## src/rtl/framebuffer_row_reader_if.sv

```systemverilog
// Panel geometry package plus the bundled memory read port and pixel stream
// used by framebuffer_row_reader (master = reader, slave = memory/consumer).
package params;
    parameter int BYTES_PER_PIXEL  = 2;
    parameter int PIXEL_WIDTH      = 64;
    parameter int PIXEL_HEIGHT     = 32;
    parameter int PIXEL_HALFHEIGHT = 16;
endpackage

interface framebuffer_row_reader_if #(
    parameter int ADDR_W = 10,
    parameter int COL_W  = 6,
    parameter int DATA_W = 32
);
    logic [ADDR_W-1:0] mem_addr;
    logic              mem_en;
    logic [DATA_W-1:0] mem_q;
    logic [DATA_W-1:0] pix_data;
    logic [COL_W-1:0]  pix_col;
    logic              pix_last;
    logic              pix_valid;
    logic              pix_ready;

    modport master (
        output mem_addr, mem_en, pix_data, pix_col, pix_last, pix_valid,
        input  mem_q, pix_ready
    );

    modport slave (
        input  mem_addr, mem_en, pix_data, pix_col, pix_last, pix_valid,
        output mem_q, pix_ready
    );
endinterface

```

## src/rtl/framebuffer_row_reader.sv

```systemverilog
// Scans one framebuffer row through a 2-cycle-latency read port into a 4-entry
// credit-limited output FIFO. Define SCANOUT_COLUMN_REVERSE_EN to scan columns descending.
module framebuffer_row_reader #(
    parameter int BYTES_PER_PIXEL  = params::BYTES_PER_PIXEL,
    parameter int PIXEL_WIDTH      = params::PIXEL_WIDTH,
    parameter int PIXEL_HEIGHT     = params::PIXEL_HEIGHT,
    parameter int PIXEL_HALFHEIGHT = params::PIXEL_HALFHEIGHT,
    localparam int ADDR_W = $clog2(PIXEL_WIDTH*PIXEL_HALFHEIGHT),
    localparam int ROW_W  = $clog2(PIXEL_HALFHEIGHT),
    localparam int COL_W  = $clog2(PIXEL_WIDTH),
    localparam int DATA_W = 8*BYTES_PER_PIXEL*(PIXEL_HEIGHT/PIXEL_HALFHEIGHT)
) (
    input  logic                        clk_root,
    input  logic                        reset_n,
    input  logic                        start,
    input  logic [ROW_W-1:0]            row,
    output logic                        busy,
    output logic                        done,
    framebuffer_row_reader_if.master    bus
);

`ifdef SCANOUT_COLUMN_REVERSE_EN
    localparam logic [COL_W-1:0] COL_FIRST = COL_W'(PIXEL_WIDTH-1);
    localparam logic [COL_W-1:0] COL_LAST  = '0;
    localparam bit               COL_DESC  = 1'b1;
`else
    localparam logic [COL_W-1:0] COL_FIRST = '0;
    localparam logic [COL_W-1:0] COL_LAST  = COL_W'(PIXEL_WIDTH-1);
    localparam bit               COL_DESC  = 1'b0;
`endif

    typedef enum logic [1:0] {IDLE, FETCH, DRAIN, DONE} state_t;

    state_t             state_q, state_d;
    logic [ROW_W-1:0]   row_q, row_d;
    logic [COL_W-1:0]   col_q, col_d;
    logic               vld_p0, vld_p1;
    logic [COL_W-1:0]   col_p0, col_p1;
    logic               last_p0, last_p1;
    logic [1:0]         wr_ptr_q, rd_ptr_q;
    logic [2:0]         fifo_cnt_q, fifo_cnt_d;
    logic [DATA_W-1:0]  fifo_data [4];
    logic [COL_W-1:0]   fifo_col  [4];
    logic               fifo_last [4];
    logic               issue, push, pop, credit;
    logic [ADDR_W-1:0]  rd_addr;

    // Reads already issued count against FIFO space so the FIFO can never overflow.
    assign credit     = (fifo_cnt_q + 3'(vld_p0) + 3'(vld_p1)) < 3'd4;
    assign issue      = (state_q == FETCH) && credit;
    assign push       = vld_p1;
    assign pop        = bus.pix_valid && bus.pix_ready;
    assign fifo_cnt_d = fifo_cnt_q + 3'(push) - 3'(pop);
    assign rd_addr    = ADDR_W'(row_q) * ADDR_W'(PIXEL_WIDTH) + ADDR_W'(col_q);

    assign bus.mem_en    = issue;
    assign bus.mem_addr  = issue ? rd_addr : '0;
    assign bus.pix_valid = (fifo_cnt_q != 3'd0);
    assign bus.pix_data  = bus.pix_valid ? fifo_data[rd_ptr_q] : '0;
    assign bus.pix_col   = bus.pix_valid ? fifo_col[rd_ptr_q]  : '0;
    assign bus.pix_last  = bus.pix_valid && fifo_last[rd_ptr_q];
    assign busy          = (state_q != IDLE);

    always_comb begin
        state_d = state_q;
        row_d   = row_q;
        col_d   = col_q;
        done    = 1'b0;
        case (state_q)
            IDLE: begin
                if (start) begin
                    row_d   = row;
                    col_d   = COL_FIRST;
                    state_d = FETCH;
                end
            end
            FETCH: begin
                if (issue) begin
                    if (col_q == COL_LAST) state_d = DRAIN;
                    else if (COL_DESC)     col_d   = col_q - COL_W'(1);
                    else                   col_d   = col_q + COL_W'(1);
                end
            end
            DRAIN: begin
                // Leave as soon as the last word is being popped this cycle.
                if (!vld_p0 && !vld_p1 && (fifo_cnt_d == 3'd0)) state_d = DONE;
            end
            DONE: begin
                done    = 1'b1;
                state_d = IDLE;
            end
            default: state_d = IDLE;
        endcase
    end

    always_ff @(posedge clk_root or negedge reset_n) begin
        if (!reset_n) begin
            state_q    <= IDLE;
            row_q      <= '0;
            col_q      <= '0;
            vld_p0     <= 1'b0;
            vld_p1     <= 1'b0;
            wr_ptr_q   <= '0;
            rd_ptr_q   <= '0;
            fifo_cnt_q <= '0;
        end else begin
            state_q    <= state_d;
            row_q      <= row_d;
            col_q      <= col_d;
            vld_p0     <= issue;
            vld_p1     <= vld_p0;
            fifo_cnt_q <= fifo_cnt_d;
            if (push) wr_ptr_q <= wr_ptr_q + 2'd1;
            if (pop)  rd_ptr_q <= rd_ptr_q + 2'd1;
        end
    end

    // p0: issue cycle tags; p1: tags aligned with mem_q arrival
    always_ff @(posedge clk_root) begin
        col_p0  <= col_q;
        last_p0 <= (col_q == COL_LAST);
        col_p1  <= col_p0;
        last_p1 <= last_p0;
        if (push) begin
            fifo_data[wr_ptr_q] <= bus.mem_q;
            fifo_col[wr_ptr_q]  <= col_p1;
            fifo_last[wr_ptr_q] <= last_p1;
        end
    end

endmodule

```

## src/flat_wrapper.sv

```systemverilog
// flat-port wrapper written by rule: the top's interface ports become plain ports
module framebuffer_row_reader_flat 
#(
    parameter int BYTES_PER_PIXEL  = params::BYTES_PER_PIXEL,
    parameter int PIXEL_WIDTH      = params::PIXEL_WIDTH,
    parameter int PIXEL_HEIGHT     = params::PIXEL_HEIGHT,
    parameter int PIXEL_HALFHEIGHT = params::PIXEL_HALFHEIGHT,
    localparam int ADDR_W = $clog2(PIXEL_WIDTH*PIXEL_HALFHEIGHT),
    localparam int ROW_W  = $clog2(PIXEL_HALFHEIGHT),
    localparam int COL_W  = $clog2(PIXEL_WIDTH),
    localparam int DATA_W = 8*BYTES_PER_PIXEL*(PIXEL_HEIGHT/PIXEL_HALFHEIGHT)
)
  (clk_root, reset_n, start, row, busy, done, bus_mem_addr, bus_mem_en, bus_pix_data, bus_pix_col, bus_pix_last, bus_pix_valid, bus_mem_q, bus_pix_ready);
  framebuffer_row_reader_if #(.ADDR_W(10), .COL_W(6), .DATA_W(32)) bus_i ();
  input  logic clk_root;
  input  logic reset_n;
  input  logic start;
  input  logic [ROW_W-1:0] row;
  output logic busy;
  output logic done;
  output wire logic [$bits(bus_i.mem_addr)-1:0] bus_mem_addr;
  output wire logic [$bits(bus_i.mem_en)-1:0] bus_mem_en;
  output wire logic [$bits(bus_i.pix_data)-1:0] bus_pix_data;
  output wire logic [$bits(bus_i.pix_col)-1:0] bus_pix_col;
  output wire logic [$bits(bus_i.pix_last)-1:0] bus_pix_last;
  output wire logic [$bits(bus_i.pix_valid)-1:0] bus_pix_valid;
  input wire logic [$bits(bus_i.mem_q)-1:0] bus_mem_q;
  input wire logic [$bits(bus_i.pix_ready)-1:0] bus_pix_ready;
  assign bus_mem_addr = bus_i.mem_addr;
  assign bus_mem_en = bus_i.mem_en;
  assign bus_pix_data = bus_i.pix_data;
  assign bus_pix_col = bus_i.pix_col;
  assign bus_pix_last = bus_i.pix_last;
  assign bus_pix_valid = bus_i.pix_valid;
  assign bus_i.mem_q = bus_mem_q;
  assign bus_i.pix_ready = bus_pix_ready;
  framebuffer_row_reader #(.BYTES_PER_PIXEL(BYTES_PER_PIXEL), .PIXEL_WIDTH(PIXEL_WIDTH), .PIXEL_HEIGHT(PIXEL_HEIGHT), .PIXEL_HALFHEIGHT(PIXEL_HALFHEIGHT)) u_core (.clk_root(clk_root), .reset_n(reset_n), .start(start), .row(row), .busy(busy), .done(done), .bus(bus_i));
endmodule
```

## config.mk

```make
export PLATFORM = sky130hd
export DESIGN_NAME = framebuffer_row_reader_flat
export DESIGN_NICKNAME = d
export VERILOG_FILES = /design/src/rtl/framebuffer_row_reader_if.sv /design/src/rtl/framebuffer_row_reader.sv /design/src/flat_wrapper.sv
export SDC_FILE = /design/constraint.sdc
export NUM_CORES = 1
export LEC_CHECK = 0
export BUFFER_PORTS_ARGS = -buffer_cell sky130_fd_sc_hd__buf_2
export CAP_MARGIN = 15
export CORE_MARGIN = 4
export CORE_UTILIZATION = 57
export DETAILED_ROUTE_END_ITERATION = 8
export GPL_ROUTABILITY_DRIVEN = 0
export PLACE_DENSITY_LB_ADDON = 0.1
export SYNTH_ARGS = -nofsm -noshare
export SYNTH_HDL_FRONTEND = slang
export SYNTH_SLANG_ARGS = --single-unit
```

## constraint.sdc

```tcl
create_clock -name clk_root -period 3.6 [get_ports clk_root]
set_input_delay 0.36 -clock clk_root [delete_from_list [all_inputs] [get_ports clk_root]]
set_output_delay 0.36 -clock clk_root [all_outputs]
set_load 0.02 [all_outputs]
```

==> results by group <==
Status
  • Status: complete, no violations

Detailed routing
  • DRC viols: 0
  • TritonRoute pass-1 iters: 5
  • DR iter-0 viols: 302
  • Drt total wl: 13,300 um
  • WL per Instance: 19.4 um
  • Via count: 3,836
  • Via/cell ratio: 5.61
  • Antenna-violating nets left: 0

Placed design
  • Dpl hpwl: 7860 um
  • Dpl ws: 0.498 ns
  • PortBufs: 92

Setup path
  • Worst EP required: 3.90 ns
  • FF-to-FF setup slack: 0.47 ns
  • Critical path capture point type: register
  • R2R cell count: 11
  • Stages on worst setup path: 11
  • Startpoint types: register
  • CP endpoint: u_core.state_q[1]$_DFFE_PN0P_
  • RR Startpoint: u_core.fifo_cnt_q[1]$_DFF_PN0_
  • Buf/Inv on CP: 2
  • Setup Crit Path Kind: reg -> reg
  • Slowest Stage Delay on Critical Path: 0.49 ns
  • Worst-path cell chain: or3_1 > and2_1 > ha_1 > inv_1 > ha_1 > inv_1 > fa_1 > or4b_4 > o21ai_4 > a21oi_1 > nand4b_1
  • CP startpoint: u_core.fifo_cnt_q[1]$_DFF_PN0_
  • End of the worst register-to-register path: u_core.state_q[1]$_DFFE_PN0P_
  • Critical Path AT: 3.42 ns
  • Slowest-stage cell, CP: fa_1
  • CP Max Fanout: 6
  • Crit-path leading delay family: simple AND/OR/NAND/NOR gates

Timing
  • Pins Over Slew Limit: 0
  • Final TNS setup: 0 ns
  • Fin crit period: 3.13 ns
  • PnR worst setup slack: 0.473 ns
  • Worst Skew: 0.00665 ns
  • Fin crit share: 86.9%
  • Highest clock rate: 320 MHz
  • Final setup violation count: 0
  • Measured slew at the worst slew-check pin: 1.10 ns
  • RSZ-0062 raised after global routing: no
  • Fin. Hold Viols: 0
  • Max_slew headroom: 26.4%

Power
  • Maximum VDD drop: 0.000485 V
  • Sw Share: 33.0%
  • Internal Pwr Total: 4980 uW
  • Reg power frac: 39.9%
  • Switching Power: 2450 uW
  • Leakage power: 0.00322 uW
  • PD cells: 846 nW/um2
  • Comb power frac: 35.4%
  • Clk network pwr share: 24.7%

Clock tree
  • Post-CTS setup buffers: 0
  • Root buf cell: clkbuf_16
  • CTS tree: done
  • Htree depth: 4
  • CTS max path bufs: 2
  • Clk_lat worst skew: 0.43 ns
  • CTS Buf Count: 17
  • Cts repair resizes: 0
  • TritonCTS Sinks: 191
  • Reg clk slew, reported paths: 0.06 ns

Yosys
  • Number of synthesized register bits: 191
  • Post-synth EDFFs: 156
  • Register area share after synthesis: 72.9%
  • Synth top area share: 62.2%
  • Simple-Gate Fraction of Synth Area: 7.43%
  • Syn nets: 451
  • Syn Inst Count: 398
  • Post-synthesis xor/xnor area fraction: 0.714%
  • Largest family of logic cells by synthesized area: multiplexers
  • Most used DFF post-synth: edfxtp_1
  • Async SR Flop Fraction: 11.0%
  • Count of cell types in the netlist: 48
  • Post-Synthesis Cell Area: 7530 um2
  • Ys Warns: 0
  • Synth area leaders: edfxtp_1 62%, mux4_2 12%, dfrtp_1 7.0%, dfxtp_1 3.7%, and2_1 3.3%
  • Syn Area/Cell: 18.9 um2
  • Synth Area in Adders: 2.26%
  • Mux share of post-synthesis cell area: 12.3%
  • Post-synth top area cell: edfxtp_1
  • Synth Area in Compound Gates: 2.82%

Layout
  • Nets: 552
  • Final Core Density: 68.8%
  • Area Growth Syn to Fin: 16.6%
  • Layout cells sized above 1: 36.5%
  • Antenna diodes: 0

Floorplan
  • Die area: 15,100 um2
  • FP Rows: 41
  • Initial Utilization: 59.0%
  • Die H: 123 um
  • Io pins: 93
  • CORE AREA: 12,800 um2
  • Die width: 123 um

Global route
  • Largest net degree at the start of global routing: 41
  • Vias in the first global route: 3,998
  • Gr ovfl total: 0
  • Number of antenna violations at the first check in global routing: 0
  • GRT Overall Usage: 19.2%
  • First-pass GRT wire length: 21,300 um

Hold path
  • Hold WC Path Type: in -> reg
  • Hold Crit Start: bus_mem_q[29]

Job
  • Max-cap violations: 0
[cells in the mapped netlist (4+ instances only)]
cell type,instances
and2_2,4
nand2_1,12
edfxtp_1,156
mux4_2,39
nor3_1,4
mux2_2,4
clkbuf_1,6
dfxtp_1,14
dfrtp_1,21
o21ai_0,4
ha_1,12
o211ai_1,6
and3_1,12
a21oi_1,5
inv_1,11
nor2_1,4
buf_2,4
and2_1,40
[cells in the final DEF, fill, tap and decap left out, types with 4 or more instances in the layout]
cell type	n
o211ai_1	6
dfrtp_1	19
mux2_2	4
inv_1	11
nor2_1	4
and2_2	4
nand2_1	12
and2_1	40
mux4_2	39
clkbuf_16	18
and3_1	12
buf_2	92
buf_4	4
ha_1	12
dfxtp_1	14
edfxtp_1	156
o21ai_0	4
clkbuf_8	4
nor3_1	4
a21oi_1	5
[cell type report]
cell class,count,area [um2]
Fill cell,853,3990
Tap cell,172,215
Clock inverter,8,77.6
Inverter,12,45.0
Clock buffer,24,513
Multi-Input combinational cell,179,1920
Timing Repair Buffer,98,520
Sequential cell,191,5490
[through the flow]
| step | cells | hold slack (ns) | total power (uW) | instance area [um2] |
|---|---|---|---|---|
| after global placement | 651 | 0.310 | 5630 | 8180 |
| after floorplan | 398 | 0.0644 | 4900 | 7530 |
| after detailed placement | 651 | 0.313 | 5680 | 8180 |
| after global routing | 684 | 0.131 | 7830 | 8780 |
| after CTS | 684 | 0.122 | 7510 | 8780 |
| final | 684 | 0.145 | 7430 | 8780 |
[how the worst min path moves through the flow]
stage,slack [ns],depth (start not counted),end
final,0.14,1,u_core.fifo_data[0][29]$_DFFE_PP_
after global routing,0.13,1,u_core.fifo_data[3][2]$_DFFE_PP_
after global placement,0.31,0,u_core.col_p1[2]$_DFF_P_
after detailed placement,0.31,0,u_core.col_p1[2]$_DFF_P_
after floorplan,0.06,0,u_core.col_q[0]$_DFFE_PN0P_
after CTS,0.12,1,u_core.fifo_data[0][29]$_DFFE_PP_
[power groups by stage]
stage	logic (uW)	clock network [uW]	registers [uW]
floorplan	2000	0	2890
global placement	2640	0	2990
detailed placement	2660	0	3010
finish	2630	1840	2970
CTS	2680	1860	2970
global route	2860	1960	3010
[worst register-to-register path, delay by kind of cell (launching register included)]
kind	cells	cell delay, ns
compound gates	2	0.26
simple gates	4	1.27
fa+ha+maj	3	0.91
flops	1	0.44
buf+inv	2	0.11
[routing by layer]
| metal | global-route usage [%] | vias up | part of all wire [%] |
|---|---|---|---|
| met3 | 4.44 | 16 | 5.1 |
| met5 | 0 | - | 0 |
| met4 | 7.56 | 0 | 1.7 |
| li1 | - | 1760 | - |
| met2 | 31.7 | 115 | 51 |
| met1 | 25.2 | 1945 | 42 |
[cells by family after synthesis]
| logic type | after synthesis |
|---|---|
| DFF | 191 |
| adders and majority gates | 13 |
| buffers and inverters | 28 |
| and+or+nand+nor | 93 |
| AOI/OAI and AO/OA | 26 |
| xor gates and xnor gates | 4 |
| muxes | 43 |
[flip-flops by register name, summed over array words and instances, names as in the netlist]
| signal | cells |
|---|---|
| u_core.col_p1 | 6 |
| u_core.wr_ptr_q | 2 |
| u_core.vld_p0 | 1 |
| u_core.fifo_cnt_q | 3 |
| u_core.fifo_last | 4 |
| u_core.col_q | 6 |
| u_core.state_q | 2 |
| u_core.fifo_col | 24 |
| u_core.fifo_data | 128 |
| u_core.rd_ptr_q | 2 |
| u_core.last_p0 | 1 |
| u_core.col_p0 | 6 |
| u_core.row_q | 4 |
| u_core.push | 1 |
| u_core.last_p1 | 1 |
[what timing repair did]
| item | in CTS | in global routing |
|---|---|---|
| hold endpoints to repair | 21 | 0 |
| hold buffers | 1 | 0 |
| endpoints found under the setup margin | 0 | 0 |
Note: power is estimated with default switching activity, not from simulation.
